## config.mk

```make
export PLATFORM = sky130hd
export DESIGN_NAME = victim_cache_flat
export DESIGN_NICKNAME = d
export VERILOG_FILES = /design/src/rtl/victim_cache_if.sv /design/src/rtl/victim_cache.sv /design/src/flat_wrapper.sv
export SDC_FILE = /design/constraint.sdc
export NUM_CORES = 1
export LEC_CHECK = 0
export ABC_AREA = 0
export CAP_MARGIN = 20
export CORE_ASPECT_RATIO = 1.75
export CORE_MARGIN = 1.5
export CORE_UTILIZATION = 30
export CTS_BUF_LIST = sky130_fd_sc_hd__clkbuf_8
export DETAILED_ROUTE_END_ITERATION = 10
export SLEW_MARGIN = 15
export SYNTH_ARGS = -nofsm -noshare
export SYNTH_HDL_FRONTEND = slang
export SYNTH_SLANG_ARGS = --single-unit
```

## constraint.sdc

```tcl
create_clock -name clk_i -period 3.51 [get_ports clk_i]
set_input_delay 0.351 -clock clk_i [delete_from_list [all_inputs] [get_ports clk_i]]
set_output_delay 0.351 -clock clk_i [all_outputs]
set_load 0.01 [all_outputs]
```

## src/rtl/victim_cache_if.sv

```systemverilog
// Bundles the victim cache's L1 lookup, L1 eviction and L2 writeback signals.
// The master modport is the L1/L2 side; the slave modport is the victim cache.
interface victim_cache_if #(
    parameter int ADDR_W = 32,
    parameter int LINE_W = 128
);
    logic              lookup_valid_i;
    logic [ADDR_W-1:0] lookup_addr_i;
    logic              evict_valid_i;
    logic              evict_ready_o;
    logic [ADDR_W-1:0] evict_addr_i;
    logic [LINE_W-1:0] evict_data_i;
    logic              evict_dirty_i;
    logic              result_valid_o;
    logic              hit_o;
    logic              miss_o;
    logic [ADDR_W-1:0] result_addr_o;
    logic [LINE_W-1:0] result_data_o;
    logic              result_dirty_o;
    logic              wb_valid_o;
    logic              wb_ready_i;
    logic [ADDR_W-1:0] wb_addr_o;
    logic [LINE_W-1:0] wb_data_o;

    // Handshakes: an insert transfers on a cycle where evict_valid_i && evict_ready_o;
    // a writeback transfers on a cycle where wb_valid_o && wb_ready_i. Lookups are never stalled.
    modport slave (
        input  lookup_valid_i, lookup_addr_i,
        input  evict_valid_i, evict_addr_i, evict_data_i, evict_dirty_i,
        output evict_ready_o,
        output result_valid_o, hit_o, miss_o, result_addr_o, result_data_o, result_dirty_o,
        output wb_valid_o, wb_addr_o, wb_data_o,
        input  wb_ready_i
    );

    modport master (
        output lookup_valid_i, lookup_addr_i,
        output evict_valid_i, evict_addr_i, evict_data_i, evict_dirty_i,
        input  evict_ready_o,
        input  result_valid_o, hit_o, miss_o, result_addr_o, result_data_o, result_dirty_o,
        input  wb_valid_o, wb_addr_o, wb_data_o,
        output wb_ready_i
    );
endinterface

```

## src/rtl/victim_cache.sv

```systemverilog
// Fully-associative victim cache between L1 and L2: one-cycle lookup with swap-on-hit,
// FIFO replacement, and a one-entry writeback buffer for displaced dirty lines.
module victim_cache #(
    parameter int ENTRIES = 4,
    parameter int LINE_W  = 128,
    parameter int ADDR_W  = 32
) (
    input  logic           clk_i,
    input  logic           rst_ni,
    victim_cache_if.slave  bus
);
    localparam int TAG_W = ADDR_W - 4;
    localparam int IDX_W = $clog2(ENTRIES);

    logic [ENTRIES-1:0] r_valid;
    logic [ENTRIES-1:0] r_dirty;
    logic [TAG_W-1:0]   r_tag  [ENTRIES];
    logic [LINE_W-1:0]  r_data [ENTRIES];
    logic [IDX_W-1:0]   r_ptr;

    logic               r_wb_valid;
    logic [ADDR_W-1:0]  r_wb_addr;
    logic [LINE_W-1:0]  r_wb_data;

    logic               r_res_valid;
    logic               r_res_hit;
    logic               r_res_dirty;
    logic [ADDR_W-1:0]  r_res_addr;
    logic [LINE_W-1:0]  r_res_data;

    logic [TAG_W-1:0]   w_lk_tag;
    logic [TAG_W-1:0]   w_ev_tag;
    logic               w_lk_hit;
    logic [IDX_W-1:0]   w_lk_idx;
    logic               w_ev_match;
    logic [IDX_W-1:0]   w_ev_idx;
    logic [ENTRIES-1:0] w_valid_eff;
    logic               w_free;
    logic [IDX_W-1:0]   w_free_idx;
    logic [IDX_W-1:0]   w_slot;
    logic               w_new_dirty;
    logic               w_case_d;
    logic               w_need_wb;
    logic               w_accept;
    logic               w_unused;

    assign w_lk_tag = bus.lookup_addr_i[ADDR_W-1:4];
    assign w_ev_tag = bus.evict_addr_i[ADDR_W-1:4];
    assign w_unused = ^{bus.lookup_addr_i[3:0], bus.evict_addr_i[3:0]};

    // Tag search on pre-update contents; the hit slot already counts as free for insertion.
    always_comb begin
        w_lk_hit    = 1'b0;
        w_lk_idx    = '0;
        w_ev_match  = 1'b0;
        w_ev_idx    = '0;
        w_free      = 1'b0;
        w_free_idx  = '0;
        w_valid_eff = r_valid;
        for (int i = 0; i < ENTRIES; i++) begin
            if (bus.lookup_valid_i && r_valid[i] && (r_tag[i] == w_lk_tag)) begin
                w_lk_hit = 1'b1;
                w_lk_idx = IDX_W'(i);
            end
            if (r_valid[i] && (r_tag[i] == w_ev_tag)) begin
                w_ev_match = 1'b1;
                w_ev_idx   = IDX_W'(i);
            end
        end
        if (w_lk_hit) begin
            w_valid_eff[w_lk_idx] = 1'b0;
        end
        for (int i = ENTRIES - 1; i >= 0; i--) begin
            if (!w_valid_eff[i]) begin
                w_free     = 1'b1;
                w_free_idx = IDX_W'(i);
            end
        end
    end

    always_comb begin
        w_slot      = r_ptr;
        w_new_dirty = bus.evict_dirty_i;
        w_case_d    = 1'b0;
        if (w_ev_match) begin
            w_slot      = w_ev_idx;
            w_new_dirty = r_dirty[w_ev_idx] | bus.evict_dirty_i;
        end else if (w_lk_hit) begin
            w_slot = w_lk_idx;
        end else if (w_free) begin
            w_slot = w_free_idx;
        end else begin
            w_case_d = 1'b1;
        end
    end

    assign w_need_wb         = w_case_d & r_dirty[r_ptr];
    assign bus.evict_ready_o = !(w_need_wb && r_wb_valid && !bus.wb_ready_i);
    assign w_accept          = bus.evict_valid_i & bus.evict_ready_o;

    always_ff @(posedge clk_i or negedge rst_ni) begin
        if (!rst_ni) begin
            r_valid <= '0;
            r_dirty <= '0;
            r_ptr   <= '0;
            for (int i = 0; i < ENTRIES; i++) begin
                r_tag[i]  <= '0;
                r_data[i] <= '0;
            end
        end else begin
            if (w_lk_hit) begin
                r_valid[w_lk_idx] <= 1'b0;
            end
            if (w_accept) begin
                r_valid[w_slot] <= 1'b1;
                r_dirty[w_slot] <= w_new_dirty;
                r_tag[w_slot]   <= w_ev_tag;
                r_data[w_slot]  <= bus.evict_data_i;
                if (w_case_d) begin
                    r_ptr <= r_ptr + 1'b1;
                end
            end
        end
    end

    // A load in the drain cycle keeps the buffer full with the newer line.
    always_ff @(posedge clk_i or negedge rst_ni) begin
        if (!rst_ni) begin
            r_wb_valid <= 1'b0;
            r_wb_addr  <= '0;
            r_wb_data  <= '0;
        end else if (w_accept && w_need_wb) begin
            r_wb_valid <= 1'b1;
            r_wb_addr  <= {r_tag[r_ptr], 4'b0000};
            r_wb_data  <= r_data[r_ptr];
        end else if (bus.wb_ready_i) begin
            r_wb_valid <= 1'b0;
        end
    end

    always_ff @(posedge clk_i or negedge rst_ni) begin
        if (!rst_ni) begin
            r_res_valid <= 1'b0;
            r_res_hit   <= 1'b0;
            r_res_dirty <= 1'b0;
            r_res_addr  <= '0;
            r_res_data  <= '0;
        end else begin
            r_res_valid <= bus.lookup_valid_i;
            r_res_hit   <= w_lk_hit;
            r_res_dirty <= w_lk_hit & r_dirty[w_lk_idx];
            r_res_addr  <= w_lk_hit ? {r_tag[w_lk_idx], 4'b0000} : '0;
            r_res_data  <= w_lk_hit ? r_data[w_lk_idx] : '0;
        end
    end

    assign bus.result_valid_o = r_res_valid;
    assign bus.hit_o          = r_res_valid & r_res_hit;
    assign bus.miss_o         = r_res_valid & ~r_res_hit;
    assign bus.result_dirty_o = r_res_dirty;
    assign bus.result_addr_o  = r_res_addr;
    assign bus.result_data_o  = r_res_data;
    assign bus.wb_valid_o     = r_wb_valid;
    assign bus.wb_addr_o      = r_wb_addr;
    assign bus.wb_data_o      = r_wb_data;
endmodule
```

## src/flat_wrapper.sv

```systemverilog
// flat-port wrapper written by rule: the top's interface ports become plain ports
module victim_cache_flat 
#(
    parameter int ENTRIES = 4,
    parameter int LINE_W  = 128,
    parameter int ADDR_W  = 32
)
  (clk_i, rst_ni, bus_lookup_valid_i, bus_lookup_addr_i, bus_evict_valid_i, bus_evict_addr_i, bus_evict_data_i, bus_evict_dirty_i, bus_evict_ready_o, bus_result_valid_o, bus_hit_o, bus_miss_o, bus_result_addr_o, bus_result_data_o, bus_result_dirty_o, bus_wb_valid_o, bus_wb_addr_o, bus_wb_data_o, bus_wb_ready_i);
  victim_cache_if #(.ADDR_W(ADDR_W), .LINE_W(LINE_W)) bus_i ();
  input  logic clk_i;
  input  logic rst_ni;
  input wire logic [$bits(bus_i.lookup_valid_i)-1:0] bus_lookup_valid_i;
  input wire logic [$bits(bus_i.lookup_addr_i)-1:0] bus_lookup_addr_i;
  input wire logic [$bits(bus_i.evict_valid_i)-1:0] bus_evict_valid_i;
  input wire logic [$bits(bus_i.evict_addr_i)-1:0] bus_evict_addr_i;
  input wire logic [$bits(bus_i.evict_data_i)-1:0] bus_evict_data_i;
  input wire logic [$bits(bus_i.evict_dirty_i)-1:0] bus_evict_dirty_i;
  output wire logic [$bits(bus_i.evict_ready_o)-1:0] bus_evict_ready_o;
  output wire logic [$bits(bus_i.result_valid_o)-1:0] bus_result_valid_o;
  output wire logic [$bits(bus_i.hit_o)-1:0] bus_hit_o;
  output wire logic [$bits(bus_i.miss_o)-1:0] bus_miss_o;
  output wire logic [$bits(bus_i.result_addr_o)-1:0] bus_result_addr_o;
  output wire logic [$bits(bus_i.result_data_o)-1:0] bus_result_data_o;
  output wire logic [$bits(bus_i.result_dirty_o)-1:0] bus_result_dirty_o;
  output wire logic [$bits(bus_i.wb_valid_o)-1:0] bus_wb_valid_o;
  output wire logic [$bits(bus_i.wb_addr_o)-1:0] bus_wb_addr_o;
  output wire logic [$bits(bus_i.wb_data_o)-1:0] bus_wb_data_o;
  input wire logic [$bits(bus_i.wb_ready_i)-1:0] bus_wb_ready_i;
  assign bus_i.lookup_valid_i = bus_lookup_valid_i;
  assign bus_i.lookup_addr_i = bus_lookup_addr_i;
  assign bus_i.evict_valid_i = bus_evict_valid_i;
  assign bus_i.evict_addr_i = bus_evict_addr_i;
  assign bus_i.evict_data_i = bus_evict_data_i;
  assign bus_i.evict_dirty_i = bus_evict_dirty_i;
  assign bus_evict_ready_o = bus_i.evict_ready_o;
  assign bus_result_valid_o = bus_i.result_valid_o;
  assign bus_hit_o = bus_i.hit_o;
  assign bus_miss_o = bus_i.miss_o;
  assign bus_result_addr_o = bus_i.result_addr_o;
  assign bus_result_data_o = bus_i.result_data_o;
  assign bus_result_dirty_o = bus_i.result_dirty_o;
  assign bus_wb_valid_o = bus_i.wb_valid_o;
  assign bus_wb_addr_o = bus_i.wb_addr_o;
  assign bus_wb_data_o = bus_i.wb_data_o;
  assign bus_i.wb_ready_i = bus_wb_ready_i;
  victim_cache #(.ENTRIES(ENTRIES), .LINE_W(LINE_W), .ADDR_W(ADDR_W)) u_core (.clk_i(clk_i), .rst_ni(rst_ni), .bus(bus_i));
endmodule
```

==> metrics, run 1 <==
WHS 116.3 ps; Placer Congestion slightly above 1; flop-to-flop setup slack -520 ps; Critical R2R Launch u_core.r_tag[15]$_DFFE_PN0P_; fmax 248.0 MHz; Vert. Die Dim 513.5 um; internal power 38.24 mW; CP peak stage delay 640 ps; clk_lat worst skew 860 ps; worst-path cell chain xnor2_1, nand4_1, or4_4, or2_4, and3_4, inv_4, nor4_4, buf_4, a221oi_2, buf_4, o221ai_4, buf_12, buf_12, bufbuf_16, mux2_2; Clock Tree Buf Depth 3; skew final 44.31 ps; Worst setup SP type flop; Worst Setup End Kind flop; Clk pin slew, worst setup/hold paths 70 ps; HP Class input pin to async pin; Final Util 42.24%; post-synthesis async set-or-reset flop share between 90% and 100%; DIE AREA approximately 150,000 sq um; Reg2Reg Depth 15; crit path max-delay cell type or4_4; Avg Vias per Cell 5.184; root buffer cell clkbuf_8; io pins between 500 and 600; Clock power frac 16.4%; Die X between 200 and 300 um; Crit path required time about 4300 ps; power per standard cell area 934.7 nW/um^2; global route overflow 0; Seq/Total Area, Yosys 53.21%; Seq cells post-synth 950; Post-Syn Area per Cell 13.65 sq um; crit path kind flop to flop; Leak Pwr approximately 28 nW; CTS H-tree lvls 4; post-route ant nets 0; wire per inst 27.10 um; maximum number of pins on one net before global-route repair 126; status finished, violations left; MaxCap Viol Count 0; Final min period 4033 ps; total placed cells including tap cells 5,998; Switch Pwr 20.24 mW; layout cells sized above 1 41.21%; CP top delay family simple AND/OR/NAND/NOR gates; Ys Warns 0; post-synth design cell area 44,680 sq um; filler cell count 13,800; pin slew with the least headroom to its limit 1065 ps; nets 4,472; vias in the first global route 34,910; Seq pwr share between 30% and 40%; FF-to-FF End u_core.r_data[325]$_DFFE_PN0P_; ys flop type dfrtp_1; final hold viol count 0; Starting Density 30.17%; Total GRT Usage 22.57%; Final period util 114.9%; wirelength, routed ~170,000 um; Comb pwr share 50.1%; Vias 33,030; fin cells 6,371; failing checks setup timing; cts bufs inserted 151; slew margin rel. 29.01%; Syn Inst Count 3,274; largest vdd supply drop 0.7451 mV; initial DRC count 2,050; HPWL Detailed 111,200 um; final number of setup-violating endpoints 837; Switching Fraction 34.62%; Worst EP arrival 4770 ps; PnR Total Power 58.48 mW; Slew Viols, Final 0; setup slack after layout -522.5 ps; Port Buffers just over 500; Buf+Inv Stages, Crit Path 6; Layout area overhead 40.03%; Sink Count 950; wire length of the first global-routing pass 248,600 um; Post-synth EDFFs 0; DRC 0; Cell Rows 187; core footprint 148,100 sq um; RSZ-0062 raised after global routing yes; initial antenna violation count 16; worst-path fanout max 8; number of library cell types mapped by synthesis 53; drt first pass iters 5; CTS tree done
-- layout make-up --
class	count	area, sq um	share of cell area [%]
Clock inverter	75	459.2	0.7339
Multi-Input combinational cell	2062	21100	33.72
Clock buffer	184	2532	4.048
Tap cell	1984	2482	3.968
Sequential cell	950	23780	38.01
Timing Repair Buffer	1103	12170	19.45
Inverter	6	25.02	0.04000
Antenna cell	7	17.52	0.02800
-- cell usage in the layout (no fill, tap or decap), types with 130 or more instances in the layout --
cell and count:
dfrtp_1 948, buf_4 409, mux4_2 157, mux2_4 316, mux2_2 468, clkdlybuf4s50_1 505, a21oi_1 161, nor2_1 232
clkbuf_8 184, xnor2_1 130
-- stage by stage --
step	TNS, ps	cell area, sq um	worst slack, ps
detailed placement	-810290	55500	-1186
global route	-308930	62560	-577.5
CTS	-244040	62110	-460.3
floorplan	-11.66	44730	-1.166
global placement	-807030	55500	-1155
finish	-277950	62570	-522.5
-- synth_stat cells (14+ instances only) --
| cell type | instances | area (sq um) |
|---|---|---|
| a21oi_1 | 161 | 805.8 |
| mux2_2 | 665 | 7488 |
| mux2_1 | 119 | 1340 |
| o21ai_0 | 87 | 435.4 |
| nand2_1 | 27 | 101.4 |
| a211oi_1 | 74 | 555.5 |
| mux2i_1 | 75 | 750.7 |
| buf_2 | 50 | 250.2 |
| buf_1 | 16 | 60.06 |
| mux4_2 | 157 | 3536 |
| clkbuf_1 | 164 | 615.6 |
| o221ai_1 | 82 | 718.2 |
| dfrtp_1 | 950 | 23770 |
| buf_6 | 14 | 157.7 |
| nor4_1 | 30 | 187.7 |
| xnor2_1 | 138 | 1209 |
| nand4_1 | 50 | 312.8 |
| xor2_1 | 88 | 770.7 |
| nor2_1 | 234 | 878.3 |
-- cell families after synthesis --
kind of cell / synth area share [%]
AND/OR/NAND/NOR: 4.058
AO/OA/AOI/OAI: 6.004
buffers and inverters: 2.940
multiplexers: 29.35
other: 0.008393
XOR/XNOR: 4.430
flip-flops: 53.21
-- power by group through the flow --
stage	combinational (mW)	sequential, mW	clock, mW
final	29.3	19.6	9.60
after global routing	30.7	20.1	10.3
after CTS	28.8	19.4	9.89
after detailed placement	24.3	19.5	0
after global placement	24.0	19.3	0
after floorplan	13.6	19.1	0
-- state kept, by name, summed over array words and instances (netlist names) --
name,cells
u_core.r_valid,4
u_core.r_dirty,4
u_core.bus.result_dirty_o,1
u_core.r_data,512
u_core.r_ptr,2
u_core.bus.wb_data_o,128
u_core.bus.wb_addr_o,28
u_core.bus.wb_valid_o,1
u_core.bus.result_valid_o,1
u_core.bus.result_data_o,128
u_core.bus.result_addr_o,28
u_core.r_tag,112
u_core.r_res_hit,1
-- worst register-to-register path: cells and delay by family (launching register included) --
family	cells	cell delay [ps]
AND/OR/NAND/NOR	5	1520
buffers and inverters	6	1050
flip-flops	1	430
AO/OA/AOI/OAI	2	330
XOR/XNOR	1	310
multiplexers	1	280
-- repair_timing --
action,4_1_cts,5_1_grt
hold endpoints to repair,59,0
pin swaps,9,7
setup endpoints to repair,826,896
hold buffers,1,0
resized for setup,389,160
setup buffers,55,14
cloned,52,8
-- routing by layer --
layer / vias up / global-route usage (%) / part of all wire, %
li1: 14060 / - / -
met1: 17230 / 25.89 / 38
met2: 1308 / 37.78 / 49
met3: 417 / 4.794 / 6.5
met4: 18 / 14.76 / 6.8
met5: - / 0 / 0.068
-- worst max path at each step --
stage | slack [ps] | end | depth (start not counted) | from
floorplan | -1 | u_core.r_data[422]$_DFFE_PN0P_ | 14 | u_core.r_tag[93]$_DFFE_PN0P_
global placement | -1160 | u_core.r_data[498]$_DFFE_PN0P_ | 15 | bus_lookup_addr_i[29]
detailed placement | -1190 | u_core.r_data[391]$_DFFE_PN0P_ | 15 | bus_lookup_addr_i[29]
CTS | -460 | u_core.r_data[434]$_DFFE_PN0P_ | 17 | u_core.r_tag[85]$_DFFE_PN0P_
global route | -580 | u_core.r_data[323]$_DFFE_PN0P_ | 18 | u_core.r_tag[105]$_DFFE_PN0P_
finish | -520 | u_core.r_data[325]$_DFFE_PN0P_ | 15 | u_core.r_tag[15]$_DFFE_PN0P_
Note: power is estimated with default switching activity, not from simulation.
==> run 2, diff against run 1 <==
- CTS_CLUSTER_SIZE: default -> 28
- PLACE_DENSITY: default -> 0.53
==> run 2 against run 1 <==
Net effect:
- the flow still finishes with violations (setup timing)
- setup slack got worse by 79 ps
- worst hold slack improved by 16 ps
- largest cell class unchanged
- non-clock buffer count increased by 29
- power decreased by 0.87%
- sequential power about the same
- die area unchanged
- via count decreased by 1.0%
==> metrics, run 2 (synthesis gave the netlist of run 1 again) <==
Worst Setup End Kind flop; Vert. Die Dim 513.5 um; filler cell count 13,800; Avg Vias per Cell 5.104; largest vdd supply drop 0.8331 mV; skew final ~75 ps; worst-path cell chain xnor2_4, nand4_1, or4_4, or2_4, and3_4, inv_4, nor4_4, buf_4, and2_4, buf_6, o211ai_4, buf_6, buf_16, buf_12, buf_16, mux2_4; CTS tree done; Switch Pwr 20.18 mW; Leak Pwr 27.33 nW; Slew Viols, Final 0; worst-path fanout max 13; initial DRC count 1,982; wirelength, routed between 150,000 and 200,000 um; pin slew with the least headroom to its limit 1017 ps; Clock Tree Buf Depth 3; HPWL Detailed 116,100 um; clk_lat worst skew 920 ps; Sink Count 950; Die X 294.7 um; setup TNS -310,140 ps; DRC 0; post-route ant nets 0; Final period util 117.1%; Placer Congestion slightly above 1; FF+latch area between 20,000 and 25,000 sq um; status finished, violations left; failing checks setup timing; wire length of the first global-routing pass 247,700 um; CTS H-tree lvls 4; CP top delay family simple AND/OR/NAND/NOR gates; Crit path required time 4290 ps; core footprint 148,100 sq um; maximum number of pins on one net before global-route repair 120; max FFs per register roughly 500; global route overflow 0; Seq pwr share 34.0%; Comb pwr share between 40 and 50%; PnR Total Power between 50 and 60 mW; io pins 524; slew margin rel. 32.22%; crit path kind flop to flop; nets 4,502; root buffer cell clkbuf_8; Total GRT Usage roughly 22%; layout cells sized above 1 41.78%; final number of setup-violating endpoints 803; Cell Rows 187; crit path max-delay cell type or4_4; Worst setup SP type flop; Buf+Inv Stages, Crit Path 7; fmax between 200 and 250 MHz; HP Class input pin to flop; wire per inst between 20 and 30 um; internal power 37.79 mW; commonest non-fill, non-tap cells in the layout 944 x dfrtp_1, 534 x mux2_2, 505 x clkdlybuf4s50_1; fin cells 6,405; RSZ-0062 raised after global routing yes; final hold viol count 0; Layout area overhead 39.54%; Switching Fraction between 30% and 40%; cts bufs inserted 152; initial antenna violation count 16; most common cell after layout, fill and taps aside dfrtp_1; MaxCap Viol Count 0; vias in the first global route 34,490; post-route cell area 62,340 sq um; WHS 132.2 ps; DIE AREA 151,400 sq um; Clk pin slew, worst setup/hold paths 70 ps; drt first pass iters 5; area of the multi-input gates ~21,000 sq um; total placed cells including tap cells 6,031; Largest Register u_core.r_data; Vias 32,690; Port Buffers 507; Final min period 4112 ps; Worst EP arrival 4890 ps; power per standard cell area 929.8 nW/um^2; CP peak stage delay 550 ps; Clock power frac roughly 17%; Post-DP Area 55,960 sq um; Starting Density 30.17%; setup slack after layout -601.9 ps
==> run 2: cell count changes in the layout (fill, tap and decap cells not counted), sizes merged <==
cell,before,now
clkinvlp,5,4
bufbuf,6,4
clkinv,21,17
clkbuf,191,200
inv,53,58
dlygate4sd3,1,3
buf,584,609
==> run 2: through the flow <==
step | setup slack (ps) | util (%)
detailed placement | -1414 | 37.78
CTS | -559.9 | 41.41
finish | -601.9 | 42.09
global placement | -1505 | 37.78
global route | -631.0 | 42.09
floorplan | -1.166 | -
==> run 2: worst paths after layout <==
kind                                                   endpoint  cells past startpoint  slack [ps]                                 from
setup / recovery                  u_core.r_data[95]$_DFFE_PN0P_                     16        -600         u_core.r_tag[15]$_DFFE_PN0P_
hold / removal              u_core.bus.result_valid_o$_DFF_PN0_                      2         130                   bus_lookup_valid_i
setup reg to reg                  u_core.r_data[95]$_DFFE_PN0P_                     16        -600         u_core.r_tag[15]$_DFFE_PN0P_
hold reg to reg             u_core.bus.wb_data_o[0]$_DFFE_PN0P_                      1         500  u_core.bus.wb_data_o[0]$_DFFE_PN0P_
max in group asynchronous  u_core.bus.wb_data_o[52]$_DFFE_PN0P_                      4        1750                               rst_ni
min in group asynchronous  u_core.bus.wb_data_o[83]$_DFFE_PN0P_                      3         590                               rst_ni
==> run 2: layout make-up <==
type                    instances  area share [%]
repair buffers               1132           19.35
clock inverters                75          0.8188
diodes                          7         0.02810
clock buffers                 189           4.172
well taps                    1984           3.982
inverters                       6         0.04014
flip-flops and latches        950           38.15
multi-input cells            2062           33.46
==> run 2: power by group through the flow <==
| stage | registers (mW) | logic (mW) | clock network (mW) |
|---|---|---|---|
| finish | 19.7 | 28.3 | 10.0 |
| global route | 20.2 | 29.7 | 10.7 |
| CTS | 19.5 | 27.3 | 10.4 |
| detailed placement | 19.7 | 24.7 | 0 |
| global placement | 19.5 | 24.4 | 0 |
| floorplan | 19.1 | 13.6 | 0 |
==> run 2: what timing repair did <==
action / in CTS / in global routing
setup endpoints to repair: 948 / 854
hold buffers: 3 / 0
buffers inserted: 43 / 24
pin swaps: 14 / 13
endpoints found under the hold margin: 278 / 0
gates resized for setup: 234 / 178
cloned: 32 / 14
==> run 2: metal layers <==
| metal | wire, um | global-route usage (%) |
|---|---|---|
| met5 | 82 | 0 |
| met4 | 10110 | 13.31 |
| met3 | 10320 | 4.828 |
| met2 | 87290 | 38.24 |
| met1 | 66780 | 25.83 |
